<file path="config.mk">
export PLATFORM = sky130hd
export DESIGN_NAME = stepper_ramp_ctrl
export DESIGN_NICKNAME = d
export VERILOG_FILES = /design/src/rtl/stepper_pkg.sv /design/src/rtl/ir_sync_edge.sv /design/src/rtl/stepper_ramp_ctrl.sv
export SDC_FILE = /design/constraint.sdc
export NUM_CORES = 1
export LEC_CHECK = 0
export ABC_AREA = 1
export CORE_ASPECT_RATIO = 0.75
export CORE_MARGIN = 4
export CORE_UTILIZATION = 60
export CTS_BUF_LIST = sky130_fd_sc_hd__clkbuf_2 sky130_fd_sc_hd__clkbuf_4 sky130_fd_sc_hd__clkbuf_8
export CTS_CLUSTER_DIAMETER = 80
export DETAILED_ROUTE_END_ITERATION = 8
export GPL_TIMING_DRIVEN = 0
export HOLD_SLACK_MARGIN = 0.08
export PLACE_DENSITY = 0.8
export SYNTH_ARGS = -nofsm -noshare
export SYNTH_HDL_FRONTEND = slang
export SYNTH_HIERARCHICAL = 1
export SYNTH_SLANG_ARGS = --single-unit
</file>
<file path="constraint.sdc">
create_clock -name CLK -period 3.5 [get_ports CLK]
set_input_delay 0.7 -clock CLK [delete_from_list [all_inputs] [get_ports CLK]]
set_output_delay 0.7 -clock CLK [all_outputs]
set_load 0.1 [all_outputs]
</file>
<file path="src/rtl/stepper_pkg.sv">
// rtl/stepper_pkg.sv - state encoding and default parameters for the stepper ramp controller
package stepper_pkg;

  typedef enum logic [2:0] {
    ST_IDLE,
    ST_SETUP,
    ST_ACCEL,
    ST_CRUISE,
    ST_DECEL
  } state_t;

  localparam int DEF_N_IR          = 3;
  localparam bit DEF_IR_ACTIVE_LOW = 1'b1;
  localparam int DEF_PERIOD_W      = 16;
  localparam int DEF_MAX_PERIOD    = 1500;
  localparam int DEF_MIN_PERIOD    = 300;
  localparam int DEF_RAMP_DEC      = 20;
  localparam int DEF_PULSE_W       = 50;
  localparam int DEF_DIR_SETUP     = 100;
  localparam int DEF_CNT_W         = 32;

endpackage

</file>
<file path="src/rtl/ir_sync_edge.sv">
// rtl/ir_sync_edge.sv - two-flop synchroniser with polarity normalisation and edge detect
module ir_sync_edge #(
  parameter int N          = 3,
  parameter bit ACTIVE_LOW = 1'b1
) (
  input  logic         clk,
  input  logic         rst_n,
  input  logic [N-1:0] pin,
  output logic [N-1:0] level,
  output logic [N-1:0] rise,
  output logic [N-1:0] fall
);

  // Raw pin value that means "sensor not active"; the sync flops reset to it.
  localparam logic [N-1:0] IDLE_PIN = ACTIVE_LOW ? {N{1'b1}} : {N{1'b0}};

  logic [N-1:0] s1, s2, level_q;

  always_ff @(posedge clk or negedge rst_n) begin
    if (!rst_n) begin
      s1      <= IDLE_PIN;
      s2      <= IDLE_PIN;
      level_q <= '0;
    end else begin
      s1      <= pin;
      s2      <= s1;
      level_q <= level;
    end
  end

  assign level = s2 ^ IDLE_PIN;
  assign rise  = level & ~level_q;
  assign fall  = ~level & level_q;

endmodule

</file>
<file path="src/rtl/stepper_ramp_ctrl.sv">
// rtl/stepper_ramp_ctrl.sv - trapezoidal-ramp stepper pulse generator with limit and mark sensing
module stepper_ramp_ctrl
  import stepper_pkg::*;
#(
  parameter int N_IR          = DEF_N_IR,
  parameter bit IR_ACTIVE_LOW = DEF_IR_ACTIVE_LOW,
  parameter int PERIOD_W      = DEF_PERIOD_W,
  parameter int MAX_PERIOD    = DEF_MAX_PERIOD,
  parameter int MIN_PERIOD    = DEF_MIN_PERIOD,
  parameter int RAMP_DEC      = DEF_RAMP_DEC,
  parameter int PULSE_W       = DEF_PULSE_W,
  parameter int DIR_SETUP     = DEF_DIR_SETUP,
  parameter int CNT_W         = DEF_CNT_W
) (
  input  logic             CLK,
  input  logic             RSTn,
  input  logic [N_IR-1:0]  IR,
  input  logic             start,
  input  logic             stop,
  input  logic             dir_in,
  output logic             STEP,
  output logic             DIR,
  output logic             EN,
  output logic             busy,
  output logic             fault,
  output logic [CNT_W-1:0] position,
  output logic             mark
);

  localparam logic [PERIOD_W-1:0] P_MAX     = PERIOD_W'(MAX_PERIOD);
  localparam logic [PERIOD_W-1:0] P_MIN     = PERIOD_W'(MIN_PERIOD);
  localparam logic [PERIOD_W-1:0] P_DEC     = PERIOD_W'(RAMP_DEC);
  localparam logic [PERIOD_W-1:0] P_ONE     = PERIOD_W'(1);
  localparam logic [PERIOD_W-1:0] SETUP_CNT = PERIOD_W'(DIR_SETUP - 1);
  localparam logic [PERIOD_W-1:0] PULSE_CNT = PERIOD_W'(PULSE_W - 1);
  localparam logic [PERIOD_W:0]   ACC_FLOOR = (PERIOD_W+1)'(MIN_PERIOD + RAMP_DEC);
  localparam logic [CNT_W-1:0]    POS_ONE   = CNT_W'(1);
  localparam logic [N_IR-1:0]     MARK_MASK = ~(N_IR'(1) | (N_IR'(1) << (N_IR - 1)));

  state_t              state;
  logic [PERIOD_W-1:0] period, cnt, hcnt;
  logic                last;

  logic [N_IR-1:0]     ir_lvl, ir_rise, ir_fall;
  logic                lim_fwd, lim_rev, lim_travel, rise_due, pulse_end;
  logic [PERIOD_W-1:0] cur_p, acc_next, dec_next;
  logic [PERIOD_W:0]   dec_sum;
  logic                acc_min, dec_last;
  logic                unused_ir;

  ir_sync_edge #(
    .N          (N_IR),
    .ACTIVE_LOW (IR_ACTIVE_LOW)
  ) u_ir (
    .clk   (CLK),
    .rst_n (RSTn),
    .pin   (IR),
    .level (ir_lvl),
    .rise  (ir_rise),
    .fall  (ir_fall)
  );

  assign unused_ir = ^{ir_fall, ir_lvl & MARK_MASK};

  // Ramp arithmetic is done one bit wider so neither direction can wrap.
  always_comb begin
    lim_fwd    = ir_lvl[N_IR-1];
    lim_rev    = ir_lvl[0];
    lim_travel = DIR ? lim_fwd : lim_rev;
    rise_due   = (cnt == '0) && !last;
    pulse_end  = STEP && (hcnt == '0);
    cur_p      = (state == ST_SETUP) ? P_MAX : period;
    acc_min    = {1'b0, cur_p} <= ACC_FLOOR;
    acc_next   = acc_min ? P_MIN : cur_p - P_DEC;
    dec_sum    = {1'b0, cur_p} + {1'b0, P_DEC};
    dec_last   = dec_sum >= {1'b0, P_MAX};
    dec_next   = dec_last ? P_MAX : dec_sum[PERIOD_W-1:0];
  end

  always_ff @(posedge CLK or negedge RSTn) begin
    if (!RSTn) begin
      state    <= ST_IDLE;
      STEP     <= 1'b0;
      DIR      <= 1'b0;
      EN       <= 1'b0;
      busy     <= 1'b0;
      fault    <= 1'b0;
      mark     <= 1'b0;
      position <= '0;
      period   <= P_MAX;
      cnt      <= '0;
      hcnt     <= '0;
      last     <= 1'b0;
    end else begin
      mark <= |(ir_rise & MARK_MASK);
      if (cnt != '0) cnt <= cnt - P_ONE;
      // A started pulse always runs its full width, even after motion is aborted.
      if (STEP) begin
        if (hcnt == '0) STEP <= 1'b0;
        else            hcnt <= hcnt - P_ONE;
      end

      if (state == ST_IDLE) begin
        if (start && !stop) begin
          if (dir_in ? lim_fwd : lim_rev) begin
            fault <= 1'b1;
          end else begin
            DIR   <= dir_in;
            EN    <= 1'b1;
            busy  <= 1'b1;
            fault <= 1'b0;
            last  <= 1'b0;
            cnt   <= SETUP_CNT;
            state <= ST_SETUP;
          end
        end
      end else if (lim_travel) begin
        state <= ST_IDLE;
        EN    <= 1'b0;
        busy  <= 1'b0;
        fault <= 1'b1;
      end else if (last && pulse_end) begin
        state <= ST_IDLE;
        EN    <= 1'b0;
        busy  <= 1'b0;
      end else begin
        if (rise_due) begin
          STEP     <= 1'b1;
          hcnt     <= PULSE_CNT;
          cnt      <= cur_p - P_ONE;
          position <= DIR ? position + POS_ONE : position - POS_ONE;
          case (state)
            ST_DECEL: begin
              period <= dec_next;
              last   <= dec_last;
            end
            ST_CRUISE: period <= P_MIN;
            default: begin
              period <= acc_next;
              state  <= acc_min ? ST_CRUISE : ST_ACCEL;
            end
          endcase
        end
        // The rise on this edge still used the old ramp direction.
        if (stop && (state == ST_ACCEL || state == ST_CRUISE)) state <= ST_DECEL;
      end
    end
  end

endmodule

</file>
* Word level (Yosys, flattened, before mapping)
Cells that the tools add are included.
** Storage, ports and cells
- Word-level logic and storage cells :: 114
- Flip-flop bits (word level) :: 97
** Cells by class
- Reductions and logical operators :: 24
- Bitwise operators :: 7
- Muxes and demuxes :: 51
- Add/sub/neg operators :: 7
- $lt $le $gt $ge :: 2
- Equal/unequal tests :: 9
** Operators with widths (count)
- $mux 16 :: 16
- $sub 16x1->16 const B :: 3
- $add 32x1->32 const B :: 1
- $logic_not 16->1 :: 2
- $mux 32 :: 1
- $pmux 16 s2 :: 1
- $sub 32x1->32 const B :: 1
- $mux 1 :: 25
- $mux 3 :: 8
- $add 16x5->17 const B :: 1
- $ge 17x11->1 const B :: 1
- $le 16x9->1 const B :: 1
- $reduce_bool 16->1 :: 1
- $sub 16x5->16 const B :: 1
- $reduce_and 4->1 :: 2
- $eq 3x2->1 const B :: 2
- $reduce_and 3->1 :: 2
- $reduce_and 6->1 :: 1
- $reduce_bool 2->1 :: 3
- $logic_and 1x1->1 :: 5
- $ne 5x1->1 const B :: 1
- $reduce_bool 5->1 :: 1
- $ne 2x1->1 const B :: 2
- $ne 2x2->1 const B :: 2
- 12 further kinds :: 16

* Depth between registers and ports, before layout
Gate-level depths: netlist of run 1.
- Depth after elaboration :: 10
- Mapped depth :: 17

* Cells and area by module
Netlist of run 1, hierarchy kept.
** By module, submodules not included
- stepper_ramp_ctrl :: instances 1, area an instance 7252.0 um^2, cells an instance 1083
- ir_sync_edge :: instances 1, area an instance 277.8 um^2, cells an instance 21

* Worst setup path after synthesis of run 1
No wires, ideal clock.
- Path type :: reg-to-reg
- Start point :: reg DIR
- End point :: reg position[19]
- Period minus slack after synthesis :: 3551 ps
- Data arrival time :: 3432 ps
- Stages on the path, launching flop included :: 12
- Path buffers :: 0
- Library setup time :: 120 ps
- Slack :: -51 ps
- Required time :: 3380 ps
- Cell sequence :: dfrtp_1 inv_1 ha_1 a21oi_1 o21ai_0 nand2_1 nand3_1 a21boi_0 o21ai_0 or2_2 nand3_1 nand2_1
** On the way
- Cells in the longest elaborated chain, start to end :: 3
- Elaborated cells between the ends (all ways) :: 4
- Classes of those cells :: 2 x mux; 1 x bitwise; 1 x reduce/logical
** Ends and longest elaborated chain
- start: declaration :: line stepper_ramp_ctrl.sv:22 : output logic DIR,
- start signal: assignment :: line stepper_ramp_ctrl.sv:108 : DIR <= dir_in;
- $mux 1 :: line stepper_ramp_ctrl.sv:69 : lim_travel = DIR ? lim_fwd : lim_rev;
- $not 1->1 (no line)
- $reduce_and 4->1 (no line)
- end signal: assignment :: line stepper_ramp_ctrl.sv:131 : position <= DIR ? position + POS_ONE : position - POS_ONE;
- end: declaration :: line stepper_ramp_ctrl.sv:26 : output logic [CNT_W-1:0] position,
Parallel ways exist; a longest one is shown, timed or not.
A chain may end at the register's enable or synchronous reset.

* Worst setup path after layout of run 1
- Start point :: reg cnt[0]
- End point :: reg cnt[9]
** On the way
- Cells in the longest elaborated chain, start to end :: 6
- Elaborated cells between the ends (all ways) :: 11
- Classes of those cells :: 1 x add/sub; 7 x mux; 3 x reduce/logical
** Ends and longest elaborated chain
- start: declaration :: line stepper_ramp_ctrl.sv:41 : logic [PERIOD_W-1:0] period, cnt, hcnt;
- start signal: assignment :: line stepper_ramp_ctrl.sv:96 : if (cnt != '0) cnt <= cnt - P_ONE;
- start signal: assignment :: line stepper_ramp_ctrl.sv:130 : cnt <= cur_p - P_ONE;
- $sub 16x1->16, or another cell as far along :: line stepper_ramp_ctrl.sv:96
- $mux 16 or $logic_and 1x1->1 (tied branches) :: line stepper_ramp_ctrl.sv:96, stepper_ramp_ctrl.sv:70
- $mux 16 :: line stepper_ramp_ctrl.sv:127 : if (rise_due) begin
- $mux 16 :: line stepper_ramp_ctrl.sv:122 : end else if (last && pulse_end) begin
- $mux 16 :: line stepper_ramp_ctrl.sv:117 : end else if (lim_travel) begin
- $mux 16 (*) :: line stepper_ramp_ctrl.sv:103 : if (state == ST_IDLE) begin
Every way passes the cells marked *; elsewhere a longest branch is shown, timed or not.

==> results of run 1 <==
-- metrics by stage --
step | setup TNS [ns] | hold WS [ns] | instances | worst slack, ns | instance area (µm²)
final | 0 | 0.282 | 1319 | 0.216 | 8340
after global routing | 0 | 0.302 | 1319 | 0.102 | 8340
after CTS | 0 | 0.292 | 1319 | 0.169 | 8330
after detailed placement | -0.847 | 0.348 | 1302 | -0.264 | 8130
after global placement | -157.98 | 0.347 | 1301 | -2.15 | 8100
after floorplan | 0 | 0.345 | 1094 | 0.385 | 7450
-- cell type report --
class                      instances  area [µm²]  area share
clock buffer                       9         124      0.0149
inverter                         146         552      0.0662
timing repair buffer              46         475      0.0570
buffer                            14        83.8      0.0101
clock inverter                     7        71.3     0.00855
timing repair inverter             1        7.51    0.000900
tap                              162         203      0.0243
sequential                        96        2420       0.290
multi-input combinational        838        4400       0.528
-- power groups by stage --
stage	clock network, W	logic (W)	registers, W
finish	0.000750	0.00329	0.00139
global route	0.000801	0.00362	0.00141
CTS	0.000769	0.00320	0.00138
detailed placement	0	0.00318	0.00140
global placement	0	0.00312	0.00140
floorplan	0	0.00220	0.00163
-- registers in the layout, indices dropped and copies added, names as in the netlist --
register	cells
u_ir/s1	3
state	3
mark	1
busy	1
DIR	1
fault	1
u_ir/level_q	1
last	1
position	32
hcnt	16
STEP	1
cnt	16
u_ir/s2	3
period	16
-- layout by cell type, fill, tap and decap left out, types with 4 or more instances in the layout --
cell type        count
clkbuf_8             9
dfrtp_1             82
inv_1              142
o21ai_0             81
nor3_1              20
clkdlybuf4s50_1     44
o21bai_1             5
nor2_1             164
clkinvlp_4           4
dfstp_2             13
xor2_1              30
a31oi_1             12
xnor2_1             10
or2_2                7
nand2_1            230
nand3_1             79
nor4_1               4
nand3b_1             4
nand2_2              4
a21oi_1             75
ha_1                37
clkbuf_1             8
nand3_2              5
nor2_2               5
nand4_1             28
o211ai_1             7
-- per-layer routing --
metal | track usage | vias to the layer above | routed length, µm
li1 | - | 3738 | -
met1 | 0.511 | 3558 | 10300
met2 | 0.447 | 436 | 9160
met3 | 0.0561 | 34 | 2450
met4 | 0.0633 | 0 | 276
met5 | 0 | - | 0
-- path summary, 6_finish.rpt --
kind	end	slack, ns	cells after the start
max reg2reg	cnt[9]$_DFF_PN0_	0.22	11
max in group asynchronous	period[8]$_DFFE_PN1P_	2.48	2
min	position[16]$_DFFE_PN0P_	0.28	1
min reg2reg	u_ir/s2[1]$_DFF_PN1_	0.36	0
max	cnt[9]$_DFF_PN0_	0.22	11
min in group CLK	u_ir/s2[1]$_DFF_PN1_	0.36	0
-- repair_timing --
action,4_1_cts,5_1_grt
hold endpoints to repair,0,0
gates resized for setup,1,3
gates cloned,1,0
setup endpoints to repair,7,5
==> results.cfg, run 1 <==
[outcome]
status = complete, no violations

[setup_path]
worst_ep_required_time_ns = 3.82
timing.critical_path.max_delay_family = simple AND/OR/NAND/NOR gates
regToRegStartpoint = cnt[0]$_DFF_PN0_
critPathBufInv = 2
worst-setup-path-type = flip-flop to flip-flop
crit_chain = inv_1, ha_1, nand2_1, nor2_1, nand2_1, nor3_1, nand3_1, nor2_2, clkbuf_1, nand2_1, o21ai_0
cp-start-kind = flip-flop
worst_path_most_repeated_cell = nand2_1
timing.critical_path.arrival_ns = 3.60
critical_path_s_largest_stage_delay_ns = 0.66
critical-path-slowest-cell = clkbuf_1
setup.worst_path.end_class = flip-flop
worst_setup_path_startpoint = cnt[0]$_DFF_PN0_
crit_fanout = 10

[layout]
antenna_cells = 0
final_layout_size_suffix_gt1_frac = 0.0631
post-route-util = 0.703
filler_cell_count = 1038
syn_to_final_growth_pct = 11.9
fin_nets = 1198

[placed_design]
place_congestion = 1.03
portBuffers = 45
post-dp-hpwl_mm = 17.0

[drt]
route.detailed.vias_per_inst = 5.89
antenna_violating_nets_post_route = 0
firstDrtPassIters = 9
avgRoutedWirePerCell_um = 16.9
post-route-drc-count = 0
vias = 7766
routed_wl_mm = 22.2
initial_detailed_routing_violation_count = 786

[clock_network]
tritoncts = done
clk_pin_slew_ns = 0.12
root_buffer = clkbuf_8
clk_latency_ns = 0.39
post_cts_buffers = 0
clock_path_buffers = 2
cts-buffers-inserted = 9
postCtsHoldBufs = 0
htreeDepth = 3
cts_sinks = 96

[floorplan]
start_util = 0.628
placement_rows = 34
fp.dieW_um = 137
ports_placed_on_the_boundary = 46
die_height_um = 105
floorplan.core_area_um2 = 11900
fp.dieArea_um2 = 14300

[power]
pwr_density_cell_nw_per_um2 = 652
internal_portion_of_total_power_w = 0.00249
finalPower_w = 0.00544
share_clk_of_total_power = 0.138
p_leak_nw = 4.18
p_seq_frac = 0.256
ir_drop_mv = 0.334
share_of_total_power_consumed_by_net_switching = 0.542
power_frac_comb = 0.606
power_switching_w = 0.00295

[grt]
initial_antenna_violation_count = 0
total_global_routing_overflow = 0
first_global_vias = 7057
global_route.usage.total = 0.319
grt_max_degree = 60
first_pass_grt_wire_length_mm = 36.3

[sta]
grt_setup_unrepaired = no
slew_headroom = 0.343
drv_slew = 0
period_share = 0.938
finalClockSkew_ns = 0.0152
fmaxAchievable_ghz = 0.305
finalCriticalPeriod_ns = 3.28
actual_transition_at_the_worst_max_transition_pin_ns = 0.983
report.final.setup_viol = 0
timing_hold_violations_final = 0

[synthesis]
syn-mean-instance-area_um2 = 6.81
yosysWarningCount = 6
postSynthNetCount = 1140
postSynthCellCount = 1094
summed_instance_area_of_the_synthesized_netlist_um2 = 7450

[min_path]
timing.hold.worst.class = input pin to async pin

[flow_run]
max_cap_violations = 0
No activity file was read; power rests on OpenSTA's default activity.
==> run 2, diff against run 1 <==
--- a/config.mk
+++ b/config.mk
@@ -6,15 +6,17 @@
 export NUM_CORES = 1
 export LEC_CHECK = 0
 export ABC_AREA = 1
+export CAP_MARGIN = 20
 export CORE_ASPECT_RATIO = 0.75
 export CORE_MARGIN = 4
 export CORE_UTILIZATION = 60
 export CTS_BUF_LIST = sky130_fd_sc_hd__clkbuf_2 sky130_fd_sc_hd__clkbuf_4 sky130_fd_sc_hd__clkbuf_8
 export CTS_CLUSTER_DIAMETER = 80
 export DETAILED_ROUTE_END_ITERATION = 8
+export DONT_BUFFER_PORTS = 1
 export GPL_TIMING_DRIVEN = 0
 export HOLD_SLACK_MARGIN = 0.08
-export PLACE_DENSITY = 0.8
+export PLACE_DENSITY = 0.76
 export SYNTH_ARGS = -nofsm -noshare
 export SYNTH_HDL_FRONTEND = slang
 export SYNTH_HIERARCHICAL = 1
==> run 2 against run 1 <==
- critical endpoint is now position[25]$_DFFE_PN0P_
- die area unchanged
- count of clock-buffer cells in the layout is 3 higher
- utilization down 3.6 points
- setup slack got worse by 0.088 ns
- sequential power up 19%
- largest power group unchanged
- hold slack got worse by 0.11 ns
- final cell count fell by 3.3%
- routed wire length down 2.3%
- sequential share of layout area rose by 1.6 points
- design area shrank 5.1%
==> results.cfg, run 2 (same netlist as run 1, synthesis figures left out) <==
[sta]
fmaxAchievable_ghz = 0.297
timing_hold_violations_final = 0
slew_headroom = 0.328
finalCriticalPeriod_ns = 3.37
finalClockSkew_ns = 0.0128
period_share = 0.963
hold_slack_ns = 0.168
report.final.setup_viol = 0
actual_transition_at_the_worst_max_transition_pin_ns = 1.01
finalWorstSetupSlack_ns = 0.128
grt_setup_unrepaired = no
drv_slew = 0

[grt]
initial_antenna_violation_count = 0
grt_max_degree = 84
total_global_routing_overflow = 0
global_route.usage.total = 0.309
first_global_vias = 6669
first_pass_grt_wire_length_mm = 34.9

[clock_network]
clock_path_buffers = 2
root_buffer = clkbuf_8
clk_latency_ns = 0.38
tritoncts = done
cts-buffers-inserted = 9
htreeDepth = 3
clk_pin_slew_ns = 0.10
cts_sinks = 96

[drt]
initial_detailed_routing_violation_count = 843
vias = 7454
firstDrtPassIters = 5
routed_wl_mm = 21.7
route.detailed.vias_per_inst = 5.85
post-route-drc-count = 0
avgRoutedWirePerCell_um = 17.0
antenna_violating_nets_post_route = 0

[placed_design]
preCtsSetupSlack_ns = -0.367
post-dp-hpwl_mm = 16.5
place_congestion = 1.06
portBuffers = 0
placed_cell_area_um2 = 7680

[floorplan]
fp.dieW_um = 137
placement_rows = 34
ports_placed_on_the_boundary = 46
die_height_um = 105
start_util = 0.628
fp.dieArea_um2 = 14300
floorplan.core_area_um2 = 11900

[setup_path]
cp-start-kind = flip-flop
crit_chain = clkinvlp_4, buf_16, ha_1, a21oi_1, inv_1, a31oi_1, o21ai_0, a221oi_1, nand3_1, nand3_1, nand2_1
worst_setup_path_startpoint = DIR$_DFFE_PN0P_
critical-path-slowest-cell = dfrtp_4
capture_point_of_the_worst_reg_to_reg_path = position[25]$_DFFE_PN0P_
timing.critical_path.max_delay_family = compound AO/OA/AOI/OAI gates
worst_path_most_repeated_cell = nand3_1
critical_path_cell_count = 11
reg2reg_slack_ns = 0.13
crit_fanout = 20
endpoint = position[25]$_DFFE_PN0P_
regToRegStartpoint = DIR$_DFFE_PN0P_
r2r_cells = 11
setup.worst_path.end_class = flip-flop
worst-setup-path-type = flip-flop to flip-flop
worst_ep_required_time_ns = 3.77
critPathBufInv = 3
critical_path_s_largest_stage_delay_ns = 0.66
timing.critical_path.arrival_ns = 3.64

[layout]
multi_input_area_um2 = 4400
most-common-layout-cells = nand2_1 (230), nor2_1 (164), inv_1 (142)
filler_cell_count = 1096
largest_register = position
final_design_area_no_fill_um2 = 7920
antenna_cells = 0
register_area_um2 = 2420
syn_to_final_growth_pct = 6.25
post-route-util = 0.667
layout.cells.most_common = nand2_1
final_layout_size_suffix_gt1_frac = 0.0656
fin_nets = 1154
largest_register_ffs = 32

[flow_run]
max_cap_violations = 0

[power]
pwr_density_cell_nw_per_um2 = 677
finalPower_w = 0.00536
ir_drop_mv = 0.311
p_leak_nw = 4.04

[min_path]
timing.hold.worst.class = input pin to async pin

[outcome]
status = complete, no violations
## run 2: through the flow
| step | TNS, ns | instances |
|---|---|---|
| CTS | 0 | 1275 |
| global route | 0 | 1275 |
| global placement | -4.07 | 1256 |
| detailed placement | -1.30 | 1257 |
| floorplan | 0 | 1094 |
| finish | 0 | 1275 |
## run 2: per-layer routing
metal,share of wire,GRT usage,vias up
met5,0,0,-
met4,0.013,0.0647,0
met3,0.11,0.0899,27
met2,0.40,0.424,324
met1,0.48,0.477,3446
li1,-,-,3657
## run 2: where the power goes
| part | internal (W) | leakage, nW | switching (W) |
|---|---|---|---|
| clock network | 0.000304 | 0.0959 | 0.000432 |
| registers | 0.00124 | 1.26 | 0.000421 |
| logic | 0.000933 | 2.69 | 0.00203 |
## run 2: cell type report
class                   instances  area share
clock buffers                  12      0.0193
plain buffers                  14      0.0106
inverters                     146      0.0697
flip-flops and latches         96       0.306
clock inverters                 4     0.00458
well taps                     162      0.0256
repair buffers                  3     0.00790
multi-input cells             838       0.556
## run 2: worst register-to-register path: stages (launching register included)
cell and delay [ns]:
dfrtp_4 0.66, clkinvlp_4 0.22, buf_16 0.19, ha_1 0.39
a21oi_1 0.27, inv_1 0.07, a31oi_1 0.31, o21ai_0 0.21
a221oi_1 0.64, nand3_1 0.14, nand3_1 0.12, nand2_1 0.05
## run 2: worst min-delay path by stage
stage / cells past startpoint / slack [ns] / end
finish: 0 / 0.17 / u_ir/s2[0]$_DFF_PN1_
global route: 0 / 0.14 / u_ir/s2[2]$_DFF_PN1_
CTS: 0 / 0.15 / u_ir/s2[2]$_DFF_PN1_
detailed placement: 0 / 0.35 / u_ir/s2[1]$_DFF_PN1_
global placement: 0 / 0.35 / u_ir/s2[1]$_DFF_PN1_
floorplan: 0 / 0.35 / u_ir/s2[0]$_DFF_PN1_
## run 2: what timing repair did
action	4_1_cts	5_1_grt
hold endpoints to repair	83	0
gates resized for setup	2	4
hold buffers	1	0
setup buffers	1	0
setup endpoints to repair	8	8
gates cloned	0	0
==> run 3, diff against run 2 <==
--- a/config.mk
+++ b/config.mk
@@ -13,11 +13,12 @@
 export CTS_BUF_LIST = sky130_fd_sc_hd__clkbuf_2 sky130_fd_sc_hd__clkbuf_4 sky130_fd_sc_hd__clkbuf_8
 export CTS_CLUSTER_DIAMETER = 80
 export DETAILED_ROUTE_END_ITERATION = 8
-export DONT_BUFFER_PORTS = 1
 export GPL_TIMING_DRIVEN = 0
 export HOLD_SLACK_MARGIN = 0.08
-export PLACE_DENSITY = 0.76
+export PLACE_DENSITY = 0.8
+export REMOVE_ABC_BUFFERS = 1
 export SYNTH_ARGS = -nofsm -noshare
 export SYNTH_HDL_FRONTEND = slang
 export SYNTH_HIERARCHICAL = 1
 export SYNTH_SLANG_ARGS = --single-unit
+export TNS_END_PERCENT = 50
==> run 3 against run 2 <==
- sequential power is 17% lower
- routed wire length decreased by 3.9%
- utilization grew 3.9 points
- design area up 5.8%
- critical path depth is 1 higher
- via count rose by 2.6%
- clock power increased by 12%
- count of clock-buffer cells in the layout shrank 3
- clock skew increased by 0.0027 ns
- critical endpoint is now cnt[0]$_DFF_PN0_
- largest cell class unchanged
==> results.cfg, run 3 (same netlist as run 1, synthesis figures left out) <==
[clock_network]
postCtsHoldBufs = 0
clk_latency_ns = 0.39
clock_path_buffers = 2
cts_sinks = 96
htreeDepth = 3
tritoncts = done
root_buffer = clkbuf_8
clk_pin_slew_ns = 0.11
cts-buffers-inserted = 9

[power]
p_leak_nw = 4.20
pwr_density_cell_nw_per_um2 = 659
ir_drop_mv = 0.464
finalPower_w = 0.00552

[grt]
first_global_vias = 6718
initial_antenna_violation_count = 0
first_pass_grt_wire_length_mm = 34.2
grt_max_degree = 60
total_global_routing_overflow = 0
global_route.usage.total = 0.296

[setup_path]
timing.critical_path.arrival_ns = 3.54
critical_path_s_largest_stage_delay_ns = 0.44
regToRegStartpoint = cnt[0]$_DFF_PN0_
cp-start-kind = flip-flop
crit_fanout = 31
setup.worst_path.end_class = flip-flop
critical-path-slowest-cell = dfrtp_1
worst-setup-path-type = flip-flop to flip-flop
crit_chain = inv_1, ha_1, nand2_1, nor2_1, nand2_1, nor3_1, nand3_1, nor2_4, buf_12, inv_1, o21ai_0, nand3_1
reg2reg_slack_ns = 0.22
r2r_cells = 12
capture_point_of_the_worst_reg_to_reg_path = cnt[0]$_DFF_PN0_
worst_ep_required_time_ns = 3.76

[sta]
grt_setup_unrepaired = no
slew_headroom = 0.343
finalClockSkew_ns = 0.0155
timing_hold_violations_final = 0
setup_tns_ns = 0
actual_transition_at_the_worst_max_transition_pin_ns = 0.982
fmaxAchievable_ghz = 0.305
period_share = 0.937
report.final.setup_viol = 0
finalCriticalPeriod_ns = 3.28
drv_slew = 0

[layout]
largest_register_ffs = 32
layout.cells.most_common = nand2_1
most-common-layout-cells = nand2_1 (230), nor2_1 (164), inv_1 (142)
antenna_cells = 0
fin_nets = 1190
final-instance-count-excl-fill = 1311
syn_to_final_growth_pct = 12.5
largest_register = position
final_layout_size_suffix_gt1_frac = 0.0618
final_design_area_no_fill_um2 = 8380

[floorplan]
die_height_um = 105
fp.dieW_um = 137
fp.dieArea_um2 = 14300
start_util = 0.628
floorplan.core_area_um2 = 11900
placement_rows = 34
ports_placed_on_the_boundary = 46

[placed_design]
place_inst = 1291
place_congestion = 0.993
portBuffers = 45
placed_cell_area_um2 = 8120
post-dp-hpwl_mm = 16.1

[drt]
antenna_violating_nets_post_route = 0
vias = 7649
route.detailed.vias_per_inst = 5.83
firstDrtPassIters = 5
routed_wl_mm = 20.9
post-route-drc-count = 0
avgRoutedWirePerCell_um = 15.9
initial_detailed_routing_violation_count = 854

[flow_run]
max_cap_violations = 0

[outcome]
status = complete, no violations

[min_path]
timing.hold.worst.class = input pin to async pin
[run 3: worst max path at each step]
stage | startpoint | end | slack (ns) | cells after the start
CTS | DIR$_DFFE_PN0P_ | position[19]$_DFFE_PN0P_ | 0.05 | 12
finish | cnt[0]$_DFF_PN0_ | cnt[0]$_DFF_PN0_ | 0.22 | 12
global placement | RSTn | period[15]$_DFFE_PN0P_ | -1.80 | 1
global route | cnt[0]$_DFF_PN0_ | cnt[1]$_DFF_PN0_ | 0.06 | 12
detailed placement | DIR$_DFFE_PN0P_ | position[23]$_DFFE_PN0P_ | 0.08 | 12
floorplan | DIR$_DFFE_PN0P_ | position[19]$_DFFE_PN0P_ | -0.05 | 11
[run 3: routing by layer]
| metal | share of wire | GRT usage | vias up |
|---|---|---|---|
| li1 | - | - | 3722 |
| met1 | 0.49 | 0.488 | 3520 |
| met2 | 0.39 | 0.392 | 387 |
| met3 | 0.10 | 0.0691 | 20 |
| met4 | 0.0091 | 0.0432 | 0 |
| met5 | 0 | 0 | - |
[run 3: cell type report]
cell class              count  area [µm²]
clock buffers               9         124
multi-input cells         838        4400
clock inverters             7        95.1
repair buffers             53         581
flip-flops and latches     96        2420
well taps                 162         203
fillers                  1006        3490
inverters                 146         553
[run 3: what timing repair did]
item,in CTS,in global routing
setup endpoints to repair,0,11
setup buffers,0,4
resized for setup,0,4
[run 3: where the power goes]
part           switching [W]  total, W  internal (W)
registers           0.000145   0.00138       0.00124
logic                0.00233   0.00331      0.000981
clock network       0.000474  0.000827      0.000353
[run 3: metrics by stage]
stage | setup WS, ns | hold WS, ns | utilization
2_1_floorplan | -0.0539 | 0.345 | -
3_3_place_gp | -1.80 | 0.346 | 0.676
3_5_place_dp | 0.0844 | 0.348 | 0.684
4_1_cts | 0.0486 | 0.287 | 0.703
5_1_grt | 0.0562 | 0.313 | 0.706
6_report | 0.220 | 0.275 | 0.706
[run 3: worst max-delay path, delay by kind of cell, from the launching register on]
family / cells / cell delay, ns
simple gates: 7 / 1.56
fa+ha+maj: 1 / 0.23
flops: 1 / 0.44
buf+inv: 3 / 0.69
compound gates: 1 / 0.20
